### config.mk
export PLATFORM = sky130hd
export DESIGN_NAME = host_bus_arbiter
export DESIGN_NICKNAME = d
export VERILOG_FILES = /design/src/rtl/host_bus_arbiter.sv
export SDC_FILE = /design/constraint.sdc
export NUM_CORES = 1
export LEC_CHECK = 0
export BUFFER_PORTS_ARGS = -buffer_cell sky130_fd_sc_hd__buf_2
export CAP_MARGIN = 20
export CORE_AREA = 2 2 334 336
export CTS_CLUSTER_DIAMETER = 200
export DETAILED_ROUTE_END_ITERATION = 10
export DIE_AREA = 0 0 336 338
export PLACE_DENSITY = 0.39
export SLEW_MARGIN = 5
export SYNTH_ARGS = -nofsm -noshare
export SYNTH_HDL_FRONTEND = slang
export SYNTH_SLANG_ARGS = --single-unit
### constraint.sdc
create_clock -name i_clk -period 3.18 [get_ports i_clk]
set_input_delay 0.636 -clock i_clk [delete_from_list [all_inputs] [get_ports i_clk]]
set_output_delay 0.636 -clock i_clk [all_outputs]
set_load 0.02 [all_outputs]
### src/rtl/host_bus_arbiter.sv
// Round-robin share of the single simple_axi_master command port; one command in flight, sticky status per requester.
// Grant-to-issue 1 cycle, status-to-done 1 cycle; no grant while the master still shows wait or any status.
module host_bus_arbiter #(
  parameter int C_NUM_HOSTS  = 4,
  parameter int C_DATA_WIDTH = 64
) (
  input  logic                                i_clk,
  input  logic                                i_rstn,
  input  logic [2*C_NUM_HOSTS-1:0]            i_req_rw,
  input  logic [3*C_NUM_HOSTS-1:0]            i_req_size,
  input  logic [32*C_NUM_HOSTS-1:0]           i_req_addr,
  input  logic [C_DATA_WIDTH*C_NUM_HOSTS-1:0] i_req_wdata,
  input  logic [C_NUM_HOSTS-1:0]              i_req_clear,
  output logic [C_DATA_WIDTH*C_NUM_HOSTS-1:0] o_req_rdata,
  output logic [C_NUM_HOSTS-1:0]              o_req_wait,
  output logic [C_NUM_HOSTS-1:0]              o_req_done,
  output logic [C_NUM_HOSTS-1:0]              o_req_error,
  output logic [C_NUM_HOSTS-1:0]              o_req_invalid,
  output logic [1:0]                          o_m_rw,
  output logic [2:0]                          o_m_size,
  output logic [31:0]                         o_m_addr,
  output logic [C_DATA_WIDTH-1:0]             o_m_wdata,
  output logic                                o_m_clear,
  input  logic                                i_m_wait,
  input  logic                                i_m_done,
  input  logic                                i_m_error,
  input  logic                                i_m_invalid,
  input  logic [C_DATA_WIDTH-1:0]             i_m_rdata,
  output logic [C_NUM_HOSTS-1:0]              o_grant,
  output logic [1:0]                          o_state
);

  localparam int N  = C_NUM_HOSTS;
  localparam int IW = $clog2(N);

  typedef enum logic [1:0] {
    S_IDLE  = 2'd0,
    S_ISSUE = 2'd1,
    S_BUSY  = 2'd2,
    S_CLEAR = 2'd3
  } state_t;

  state_t                  state, state_nxt;
  logic [IW-1:0]           owner, last_grant, win_idx, cand;
  logic                    win_vld, m_status, do_grant, cmd_active;
  logic [N-1:0]            eligible, done_q, error_q, invalid_q;
  logic [1:0]              cmd_rw;
  logic [2:0]              cmd_size;
  logic [31:0]             cmd_addr;
  logic [C_DATA_WIDTH-1:0] cmd_wdata;
  logic [C_DATA_WIDTH*N-1:0] rdata_q;

  assign m_status = i_m_done | i_m_error | i_m_invalid;

  // A requester with unacknowledged status is not eligible, so set and clear never collide.
  always_comb begin
    eligible = '0;
    for (int i = 0; i < N; i++) begin
      eligible[i] = (i_req_rw[2*i +: 2] != 2'b00) && !(done_q[i] | error_q[i] | invalid_q[i]);
    end
  end

  // Scan from farthest to nearest so the nearest index after last_grant wins.
  always_comb begin
    win_vld = 1'b0;
    win_idx = '0;
    cand    = '0;
    for (int k = N; k >= 1; k--) begin
      cand = IW'((int'(last_grant) + k) % N);
      if (eligible[cand]) begin
        win_vld = 1'b1;
        win_idx = cand;
      end
    end
  end

  always_ff @(posedge i_clk or negedge i_rstn) begin
    if (!i_rstn) state <= S_IDLE;
    else         state <= state_nxt;
  end

  always_comb begin
    state_nxt = state;
    o_m_rw    = 2'b00;
    o_m_clear = 1'b0;
    o_grant   = '0;
    case (state)
      S_IDLE: begin
        if (win_vld && !i_m_wait && !m_status) state_nxt = S_ISSUE;
      end
      S_ISSUE: begin
        o_m_rw         = cmd_rw;
        o_grant[owner] = 1'b1;
        state_nxt      = S_BUSY;
      end
      S_BUSY: begin
        o_grant[owner] = 1'b1;
        if (m_status) state_nxt = S_CLEAR;
      end
      S_CLEAR: begin
        o_m_clear = 1'b1;
        state_nxt = S_IDLE;
      end
      default: state_nxt = S_IDLE;
    endcase
  end

  assign do_grant   = (state == S_IDLE) && (state_nxt == S_ISSUE);
  assign cmd_active = (state != S_IDLE);

  always_ff @(posedge i_clk or negedge i_rstn) begin
    if (!i_rstn) begin
      owner      <= '0;
      last_grant <= IW'(N - 1);
      cmd_rw     <= '0;
      cmd_size   <= '0;
      cmd_addr   <= '0;
      cmd_wdata  <= '0;
      done_q     <= '0;
      error_q    <= '0;
      invalid_q  <= '0;
      rdata_q    <= '0;
    end else begin
      if (do_grant) begin
        owner      <= win_idx;
        last_grant <= win_idx;
        cmd_rw     <= i_req_rw[2*win_idx +: 2];
        cmd_size   <= i_req_size[3*win_idx +: 3];
        cmd_addr   <= i_req_addr[32*win_idx +: 32];
        cmd_wdata  <= i_req_wdata[C_DATA_WIDTH*win_idx +: C_DATA_WIDTH];
      end
      done_q    <= done_q & ~i_req_clear;
      error_q   <= error_q & ~i_req_clear;
      invalid_q <= invalid_q & ~i_req_clear;
      // Read data is captured on every completion, writes included.
      if (state == S_BUSY && m_status) begin
        done_q[owner]    <= i_m_done;
        error_q[owner]   <= i_m_error;
        invalid_q[owner] <= i_m_invalid;
        rdata_q[C_DATA_WIDTH*owner +: C_DATA_WIDTH] <= i_m_rdata;
      end
    end
  end

  assign o_m_size      = cmd_active ? cmd_size  : '0;
  assign o_m_addr      = cmd_active ? cmd_addr  : '0;
  assign o_m_wdata     = cmd_active ? cmd_wdata : '0;
  assign o_req_wait    = o_grant;
  assign o_req_done    = done_q;
  assign o_req_error   = error_q;
  assign o_req_invalid = invalid_q;
  assign o_req_rdata   = rdata_q;
  assign o_state       = state;

endmodule

Word-level counts from Yosys, hierarchy flattened
Cells that the tools add are included.
{"block": "word_totals", "register_bits": 375, "in_bits": 478, "out_inout_bits": 380, "elab_cells": 103}
{"block": "op_classes", "n_addsub": 5, "n_mul": 1, "n_lt_le_gt_ge": 6, "eq_ne": 4, "shifts": 6, "muxes": 34, "n_bitwise": 14, "reduce_logical": 22}
{"cell": "$bwmux W256", "n": 1}
{"cell": "$shift A64 B34 Y256 const A", "n": 1}
{"cell": "$shiftx A256 B9 Y64", "n": 1}
{"cell": "$shiftx A64 B34 Y256", "n": 1}
{"cell": "$shiftx A128 B8 Y32", "n": 1}
{"cell": "$mux W64", "n": 1}
{"cell": "$neg A8 Y34", "n": 1}
{"cell": "$mux W32", "n": 1}
{"cell": "$mux W4", "n": 4}
{"cell": "$lt A2 B3 Y1 const B", "n": 5}
{"cell": "$mux W2", "n": 7}
{"cell": "$and A4 B4 Y4", "n": 3}
{"cell": "$bwmux W4", "n": 3}
{"cell": "$shiftx A12 B5 Y3", "n": 1}
{"cell": "$mux W1", "n": 10}
{"cell": "$or A1 B1 Y1", "n": 10}
{"cell": "$reduce_bool A2 Y1", "n": 5}
{"cell": "$logic_and A1 B1 Y1", "n": 9}
{"cell": "$bmux W1 S2", "n": 4}
{"cell": "$pmux W2 S4", "n": 1}
{"cell": "$shiftx A8 B4 Y2", "n": 1}
{"cell": "$logic_not A1 Y1", "n": 6}
{"cell": "$add A2 B1 Y2 const B", "n": 2}
{"cell": "$add A2 B2 Y2 const B", "n": 2}
{"cell": "other kinds (9)", "n": 11}

Depth between registers and ports, before layout
Gate-level depths: netlist of the first run.
{"block": "logic_depth", "word_depth": 16, "mapped_depth": 10}

Worst setup path before layout of the first run
No wires, ideal clock.
{"block": "synth_timing", "path_kind": "input to register", "startpoint": "input i_req_rw[4]", "endpoint": "register cmd_addr[0]", "setup_ps": 142, "t_arrival_ps": 2143, "required_ps": 3038, "path_slack_ps": 895, "stages": 8, "path_buffers": 2, "cell_sequence": "nor2_1 > nor4_2 > o41ai_1 > a21oi_1 > nand2b_1 > buf_2 > clkbuf_1 > o221ai_1"}
{"block": "synth_between", "elab_chain_cells": 14, "word_cells_on_any_way": 25, "classes_between": "1 x eq/ne; 1 x shift; 18 x mux; 5 x reduce/logical"}
{"item": "start, declared", "line": "9", "text": "input logic [2*C_NUM_HOSTS-1:0] i_req_rw,"}
{"item": "$reduce_bool A2 Y1 *", "line": "59", "text": "eligible[i] = (i_req_rw[2*i +: 2] != 2'b00) && !(done_q[i] | error_q[i] | invalid_q[i]);"}
{"item": "$logic_and A1 B1 Y1 *", "line": "59"}
{"item": "branches (longest 12 deep; another with $shiftx A128 B8 Y32)"}
{"item": "end signal, assigned", "line": "129", "text": "cmd_addr <= i_req_addr[32*win_idx +: 32];"}
{"item": "end, declared", "line": "49", "text": "logic [31:0] cmd_addr;"}
Every way passes the cells marked *. The select of a mux whose other input is x is not followed.
A chain may end at the register's enable or synchronous reset.

Final worst setup path of the first run
{"block": "layout_timing", "startpoint": "register state[0] (netlist: o_state[0])", "endpoint": "output o_m_wdata[42]"}
{"block": "layout_between", "elab_chain_cells": 2}
{"item": "start, declared", "line": "43", "text": "state_t state, state_nxt;"}
{"item": "start signal, assigned", "line": "79", "text": "else state <= state_nxt;"}
{"item": "$reduce_bool A2 Y1", "line": "109", "text": "assign cmd_active = (state != S_IDLE);"}
{"item": "$mux W64", "line": "147", "text": "assign o_m_wdata = cmd_active ? cmd_wdata : '0;"}
{"item": "end, declared", "line": "22", "text": "output logic [C_DATA_WIDTH-1:0] o_m_wdata,"}
Every way passes these cells.

==> flow_summary_export.csv, run 1 <==
group,metric,value,unit
routing,wl_met1,37960,um
global_route,grt_pass1_vias,17360,
sta,final_hold_viol_count,0,
die,die_h,338,um
layout,layout.nets,3229,
yosys,syn_inst,1910,
cts,path_clk_slew,0.06,ns
yosys,synthArstFlopShare,100.0,%
yosys,yosysTopAreaCell,"dfrtp_1",
critical_path,crit_type,"reg2out",
layout,multi_input_area,0.007903,mm^2
yosys,yosys-top-cells-area,"dfrtp_1 51%, nand2_1 13%, mux2i_1 11%",
die,fp.dieArea,0.1136,mm^2
routing,drc,0,
cts,clockRootBuffer,"clkbuf_16",
critical_path,crit_slowest_cell,"nor2b_1",
critical_path,slowest_delay,0.57,ns
routing,avgViaCountPerCell,4.021,
power_and_ir_drop,seq_power_share,26.5,%
cts,cts_tree,"built",
yosys,synth_edf_count,0,
layout,fillers,12180,
routing,wl_per_cell,22.48,um
placement,hpwl,73640,um
routing,met2_length,46340,um
cts,cts_buffer_depth,3,
yosys,ys.flop_type,"dfrtp_1",
global_route,gr-total-overflow,0,
die,coreArea,0.1101,mm^2
power_and_ir_drop,pwr-share-comb,52.4,%
sta,slew_headroom,54.37,%
critical_path,critPathArrivalTime,2.41,ns
cts,insertion_delay,0.63,ns
yosys,synthTopCellsByCount,"637 x nand2_1, 373 x dfrtp_1, 256 x o21ai_0, 202 x mux2i_1, 109 x clkbuf_1",
routing,dr.max_layer_used,"met5",
power_and_ir_drop,switchingPower,0.01330,W
sta,final.min_clock_period,3.050,ns
critical_path,crit_path_cell_trace,"inv_1 -> ha_4 -> nor2b_1 -> buf_2",
global_route,grt_util_all_layers,16.22,%
cts,cts_inserted_buffers,51,
routing,drt_first_pass_iters,5,
routing,antenna_left,0,
power_and_ir_drop,p_per_area,1100,mW/mm^2
critical_path,critical_path.startpoint_type,"flip-flop",
power_and_ir_drop,internal_power,0.01552,W
sta,timing.final.crit_share,95.91,%
cts,cts.sinks,375,
power_and_ir_drop,swShare,46.15,%
die,num_rows,122,
power_and_ir_drop,p_leak,13.16,nW
routing,drtIter0Drc,920,
placement,pre_cts_ws,0.2654,ns
critical_path,crit_required,2.54,ns
outcome,status,"finished clean",
power_and_ir_drop,power_frac_clock,21.0,%
yosys,synth.distinct_cells,39,
global_route,grt_max_degree,79,
sta,tightest_slew,0.6845,ns
layout,seq_area,0.009387,mm^2
yosys,synth-seq-area-share,51.78,%
sta,setup_tns,0,ns
global_route,antenna_found_initial,47,
die,ios,858,
routing,wl,96290,um
cts,post_cts_buffers,0,
critical_path,cp-end-kind,"output port",
layout,drive_gt1_share,37.38,%
critical_path,cp_max_fo,23,
routing,wl_met3,8097,um
sta,setup_slack,0.1300,ns
sta,finalSetupViolCount,0,
yosys,ys_ff_latch,375,
die,fp.dieW,336,um
die,initial_core_util,16.47,%
power_and_ir_drop,fin_total_pwr,0.02883,W
placement,portBuffers,857,
yosys,yosysMostFrequentCell,"nand2_1",
global_route,grt_pass1_wl,132800,um
yosys,syn-num-nets,2400,
flow_run,maxCapViolCount,0,
sta,rsz0062_at_grt,"no",
hold_path,hold_class,"in2reg",
yosys,syn-cell-area,0.01813,mm^2
placement,gp_congestion,0.8279,
cts,htreeDepth,2,
layout,area_delta_synth_final,44.58,%
sta,finalMaxSlewViolations,0,
yosys,synth.yosys.warnings,0,
routing,vias,17220,
yosys,avgSynthCellArea,9.490,um^2
sta,fmaxAchievable,0.3279,GHz
power_and_ir_drop,vdd_ir_drop_max,0.5077,mV
yosys,synth_top_area_share,51.49,%
sta,fin_skew,0.01453,ns
worst max-delay path: cells and delay by family, from the launching register on:
family | cells | cell delay (ns)
adder cells (fa/ha/maj) | 1 | 0.31
buffers and inverters | 2 | 0.42
flip-flops | 1 | 0.48
AND/OR/NAND/NOR | 1 | 0.57
final timing paths:
check / startpoint / endpoint / slack, ns / cells after the start
min in group asynchronous: i_rstn / o_req_rdata[28] / 0.59 / 2
min: i_m_rdata[35] / o_req_rdata[227] / 0.28 / 3
max: o_state[0] / o_m_wdata[42] / 0.13 / 4
max reg2reg: o_state[0] / cmd_wdata[7] / 0.48 / 8
min reg2reg: o_req_rdata[190] / o_req_rdata[190] / 0.47 / 2
max in group asynchronous: i_rstn / cmd_wdata[21] / 1.64 / 3
registers in the layout, summed over array words and instances, names as in the netlist:
name / flops
cmd_rw: 2
owner: 2
last_grant: 2
cmd_addr: 32
o_state: 2
cmd_wdata: 64
cmd_size: 3
o_req_error: 4
o_req_done: 4
o_req_invalid: 4
o_req_rdata: 256
power groups by stage:
stage               Sequential, W  Combinational [W]  Clock (W)
floorplan                 0.00878            0.00842          0
global placement          0.00772             0.0153          0
detailed placement        0.00769             0.0154          0
CTS                       0.00767             0.0154    0.00627
global route              0.00789             0.0163    0.00647
finish                    0.00765             0.0151    0.00606
cells in the final DEF, fill, tap and decap left out, types with 5 or more instances in the layout:
cell type / count
and2_1: 5
buf_12: 29
buf_2: 856
buf_4: 45
clkbuf_1: 11
clkbuf_16: 52
clkbuf_8: 15
clkinv_2: 8
clkinvlp_4: 5
dfrtp_1: 373
diode_2: 13
ha_1: 10
inv_1: 5
mux2i_1: 202
nand2_1: 632
nand2_4: 5
nand3_1: 12
nand3b_1: 12
nor2_1: 7
nor2b_1: 99
o21ai_0: 256
o221ai_1: 103
cells by family (layout without fill, tap and decap cells):
kind of cell	after synthesis	after routing	share of synthesized area, %
simple gates	788	788	18.46
fa+ha+maj	12	12	0.8283
compound gates	371	371	12.60
other cells	0	13	0
buf+inv	162	1034	5.170
mux	202	202	11.15
flops	375	375	51.78
final cells by class:
cell class              count  area share (%)
flip-flops and latches    375           35.82
multi-input cells        1373           30.15
repair buffers            933           19.99
well taps                1488           7.104
clock buffers              78           5.910
clock inverters            18          0.8307
diodes                     13          0.1241
inverters                   5         0.07161
per-stage QoR:
stage	instance area [um^2]	util, %	hold WS [ns]	instances
global route	26200	23.80	0.2422	4279
detailed placement	24390	22.16	0.4647	4173
floorplan	18130	-	0.3404	1910
finish	26210	23.81	0.2768	4283
CTS	26170	23.78	0.2166	4270
global placement	24390	22.16	0.4572	4173
routing by layer:
layer / global-route usage, % / vias up
met4: 7.013 / 24
met3: 5.543 / 157
met1: 18.65 / 8176
met2: 27.33 / 704
li1: - / 8161
met5: 0 / -
timing repair:
action,in CTS,in global routing
setup endpoints to repair,13,3
hold endpoints to repair,19,0
pin swaps,0,0
gates resized for setup,2,2
gates cloned,0,0
hold buffers,1,0
Power figures use the tool's default switching activity.
==> run 2: changes to the inputs <==
CORE_AREA = 2 2 338 340   (was 2 2 334 336)
DIE_AREA = 0 0 340 342   (was 0 0 336 338)
PLACE_DENSITY = 0.38   (was 0.39)
clock period = 3.3 ns   (was 3.18 ns; I/O delays follow)
==> run 2 against run 1 <==
Compared with the run above: final cell count grew 0.28%; via count barely moved; register-to-register slack gained 0.17 ns; clock power is 6.3% lower; combinational power shrank 7%; count of clock-buffer cells in the layout down 4; design area decreased by 0.72%; first-iteration DRC count decreased by 15%; critical endpoint unchanged; largest cell class unchanged; largest power group unchanged; highest routed layer unchanged.
==> flow_summary_export.csv, run 2 (synthesis gave the netlist of run 1 again) <==
group,metric,value,unit
outcome,status,"finished clean",
routing,antenna_left,0,
routing,vias,17220,
sta,fmaxAchievable,0.3295,GHz
critical_path,reg2reg_to,"cmd_addr[23]",
layout,area_delta_synth_final,43.54,%
die,fp.dieW,340,um
routing,met2_length,46460,um
cts,cts_tree,"built",
cts,cts_resized,0,
sta,tightest_slew,0.8019,ns
layout,seq_area,0.009387,mm^2
flow_run,maxCapViolCount,0,
routing,dr.max_layer_used,"met5",
sta,fin_skew,0.02106,ns
sta,final.min_clock_period,3.035,ns
layout,final_common_cell,"buf_2",
routing,drc,0,
critical_path,worstReg2RegStart,"o_state[0]",
layout,finalNonFillerCells,4295,
cts,htreeDepth,2,
cts,hold_buffers,0,
layout,final_cell_mix,"856 x buf_2, 632 x nand2_1, 373 x dfrtp_1, 256 x o21ai_0, 202 x mux2i_1",
cts,cts_buffer_depth,3,
global_route,antenna_found_initial,45,
power_and_ir_drop,p_leak,13.07,nW
critical_path,critical_path.startpoint_type,"flip-flop",
critical_path,critPathArrivalTime,2.37,ns
sta,timing.final.crit_share,91.96,%
die,coreArea,0.1131,mm^2
routing,wl_per_cell,22.18,um
global_route,grt_max_degree,84,
critical_path,reg2regPathDepth,8,
critical_path,cp-end-kind,"output port",
routing,wl_met3,8723,um
placement,dp.cells,4188,
cts,post_cts_buffers,0,
sta,setup_tns,0,ns
layout,drive_gt1_share,36.96,%
hold_path,hold_class,"in2async",
routing,wl_met1,36310,um
placement,pre_cts_ws,0.4058,ns
routing,drt_first_pass_iters,5,
power_and_ir_drop,p_per_area,1046,mW/mm^2
placement,hpwl,72310,um
cts,insertion_delay,0.62,ns
global_route,grt_util_all_layers,15.81,%
routing,drtIter0Drc,780,
power_and_ir_drop,fin_total_pwr,0.02722,W
layout,fillers,12530,
sta,finalMaxSlewViolations,0,
sta,setup_slack,0.2654,ns
sta,slew_headroom,46.54,%
critical_path,cp_max_fo,28,
placement,gp_congestion,0.8427,
cts,cts.sinks,375,
cts,clockRootBuffer,"clkbuf_16",
layout,largest_reg_flops,256,
routing,avgViaCountPerCell,4.008,
global_route,grt_pass1_vias,17880,
cts,path_clk_slew,0.06,ns
routing,wl,95270,um
placement,portBuffers,857,
die,ios,858,
die,die_h,342,um
critical_path,crit_required,2.64,ns
critical_path,r2r_slack,0.65,ns
layout,layout.nets,3217,
sta,finalSetupViolCount,0,
sta,final_hold_viol_count,0,
die,num_rows,124,
global_route,grt_pass1_wl,134600,um
layout,utilization,23.00,%
critical_path,crit_type,"reg2out",
global_route,gr-total-overflow,0,
die,initial_core_util,16.03,%
die,fp.dieArea,0.1163,mm^2
sta,rsz0062_at_grt,"no",
power_and_ir_drop,vdd_ir_drop_max,0.8522,mV
layout,multi_input_area,0.007896,mm^2
cts,cts_inserted_buffers,49,
## run 2: cell count changes in the layout (fill, tap and decap cells not counted), sizes merged
cell / previous run / this run
bufinv: 3 / 4
dlygate4sd3: 1 / 0
clkbuf: 78 / 74
clkinv: 9 / 12
diode: 13 / 15
buf: 932 / 923
clkinvlp: 5 / 1
## run 2: worst max-delay path by stage
stage	from	to	slack [ns]	depth (start not counted)
floorplan	i_req_rw[4]	cmd_addr[0]	0.99	8
detailed placement	i_req_rw[0]	cmd_addr[12]	0.41	8
global placement	i_req_rw[0]	cmd_addr[22]	0.42	8
CTS	o_state[0]	o_m_wdata[42]	0.17	4
finish	o_state[0]	o_m_wdata[42]	0.27	4
global route	o_state[0]	o_m_wdata[42]	0.05	4
## run 2: worst max-delay path, cell delays in order, from the launching register on
cell     delay (ns)
dfrtp_1        0.47
inv_1          0.13
ha_4           0.31
nor2b_1        0.55
buf_2          0.28
## run 2: area by class of cell
type / instances / area share [%]
antenna: 15 / 0.1443
multi-input combinational: 1373 / 30.35
sequential: 375 / 36.08
clock buffer: 74 / 5.617
clock inverter: 18 / 0.8415
tap: 1512 / 7.271
timing repair buffer: 923 / 19.63
inverter: 5 / 0.07213
## run 2: stage by stage
step	hold slack [ns]	cell area, um^2
3_5_place_dp	0.4647	24300
6_report	0.05138	26020
5_1_grt	0.06139	26010
2_1_floorplan	0.3644	18130
4_1_cts	0.06561	25980
3_3_place_gp	0.4571	24300
## run 2: power by group
group	total (W)	leakage [nW]	internal (W)	switching (W)
Combinational	0.0141	7.29	0.00493	0.00920
Clock	0.00568	0.833	0.00337	0.00230
Sequential	0.00741	4.95	0.00633	0.00107
Total	0.0272	13.1	0.0146	0.0126
## run 2: routing by layer
layer | vias to the layer above | global-route usage [%]
met5 | - | 0
met4 | 22 | 6.268
met1 | 8189 | 17.84
met3 | 170 | 6.009
li1 | 8167 | -
met2 | 667 | 26.86
==> run 3: changes to the inputs <==
RECOVER_POWER = 100   (was default)
==> run 3 against run 2 <==
Compared with the run above: the flow now finishes with violations (capacitance limit, slew limit); routed wire length about the same; final cell count about the same; count of clock-buffer cells in the layout unchanged; via count increased by 0.45%; global-route usage unchanged; fmax decreased by 3.9%; clock power about the same; highest routed layer unchanged.
==> flow_summary_export.csv, run 3 (synthesis gave the netlist of run 1 again) <==
group,metric,value,unit
flow_run,maxCapViolCount,1,
hold_path,hold_class,"in2reg",
sta,final_hold_viol_count,0,
placement,hpwl,72310,um
routing,wl_per_cell,22.21,um
critical_path,critical_path.startpoint_type,"flip-flop",
cts,clockRootBuffer,"clkbuf_16",
die,coreArea,0.1131,mm^2
layout,drive_gt1_share,23.88,%
die,num_rows,124,
cts,cts_tree,"built",
layout,multi_input_area,0.007875,mm^2
sta,finalSetupViolCount,0,
routing,vias,17290,
outcome,violations,"capacitance limit, slew limit",
cts,cts_buffer_depth,3,
sta,slew_headroom,-64.20,%
placement,pre_cts_ws,0.4058,ns
sta,holdWs,0.3148,ns
layout,seq_area,0.009387,mm^2
critical_path,cp_max_fo,7,
cts,post_cts_buffers,0,
power_and_ir_drop,fin_total_pwr,0.02664,W
critical_path,crit_required,2.64,ns
cts,insertion_delay,0.62,ns
routing,wl,95360,um
die,initial_core_util,16.03,%
placement,gp_congestion,0.8427,
critical_path,critPathArrivalTime,2.50,ns
placement,portBuffers,857,
power_and_ir_drop,p_per_area,1052,mW/mm^2
global_route,gr-total-overflow,0,
routing,drtIter0Drc,794,
sta,setup_slack,0.1422,ns
global_route,grt_max_degree,84,
global_route,antenna_found_initial,44,
sta,finalMaxSlewViolations,73,
sta,timing.final.crit_share,95.69,%
layout,final_cell_mix,"632 x nand2_1, 484 x buf_2, 373 x clkbuf_1, 373 x dfrtp_1, 256 x o21ai_0",
cts,cts.sinks,375,
layout,final_common_cell,"nand2_1",
routing,drt_first_pass_iters,5,
cts,path_clk_slew,0.06,ns
cts,cts_resized,0,
power_and_ir_drop,p_leak,11.53,nW
layout,fillers,12680,
routing,antenna_left,0,
routing,drc,0,
layout,layout.nets,3217,
hold_path,min_from,"i_m_rdata[29]",
cts,cts_inserted_buffers,49,
cts,htreeDepth,2,
sta,tightest_slew,2.463,ns
layout,largest_reg_flops,256,
layout,utilization,22.39,%
cts,hold_buffers,0,
critical_path,cp-end-kind,"output port",
routing,avgViaCountPerCell,4.027,
sta,fmaxAchievable,0.3167,GHz
critical_path,worstReg2RegStart,"o_state[0]",
global_route,grt_pass1_vias,17880,
critical_path,crit_type,"reg2out",
die,fp.dieW,340,um
critical_path,startpoint,"owner[0]",
sta,final.min_clock_period,3.158,ns
die,fp.dieArea,0.1163,mm^2
die,die_h,342,um
outcome,status,"complete, but fails checks",
sta,setup_tns,0,ns
global_route,grt_pass1_wl,134600,um
die,ios,858,
power_and_ir_drop,vdd_ir_drop_max,0.8727,mV
layout,area_delta_synth_final,39.74,%
sta,rsz0062_at_grt,"no",
sta,fin_skew,0.02060,ns
global_route,grt_util_all_layers,15.81,%
[run 3: cell type report]
class                           count  share of cell area, %
Sequential cell                   375                  37.06
Multi-Input combinational cell   1373                  31.09
Timing Repair Buffer              923                  17.54
Tap cell                         1512                  7.469
Clock buffer                       74                  5.770
Clock inverter                     18                 0.8645
Antenna cell                       14                 0.1383
Inverter                            5                0.07410
[run 3: per-stage QoR]
step,std cells,area [um^2]
detailed placement,4188,24300
global route,4290,25320
CTS,4280,25980
finish,4294,25330
global placement,4188,24300
floorplan,1910,18130
[run 3: worst paths after layout]
| check | endpoint | slack, ns | cells after the start |
|---|---|---|---|
| worst max-delay path | o_grant[2] | 0.14 | 5 |
| worst min-delay path | o_req_rdata[221] | 0.31 | 3 |
| worst max register to register | cmd_addr[25] | 0.25 | 8 |
| worst min register to register | cmd_wdata[4] | 0.48 | 2 |
| max in group asynchronous | cmd_addr[5] | 0.48 | 2 |
| min in group asynchronous | o_req_rdata[72] | 0.77 | 1 |
[run 3: worst max-delay path: stages (launching register included)]
cell and delay (ns):
dfrtp_1 0.48, inv_1 0.12, buf_4 0.15, ha_1 0.30, and2_0 0.54, clkbuf_2 0.29
[run 3: power by group]
part | internal, W | switching [W]
clock network | 0.00337 | 0.00230
logic | 0.00434 | 0.00919
registers | 0.00634 | 0.00110
[run 3: layer usage]
layer  share of wire, %  GRT usage (%)  routed length, um
met5               0.22              0                208
met4                3.7          6.268               3547
met3                9.1          6.009               8668
met2                 49          26.86              46860
met1                 38          17.84              36070
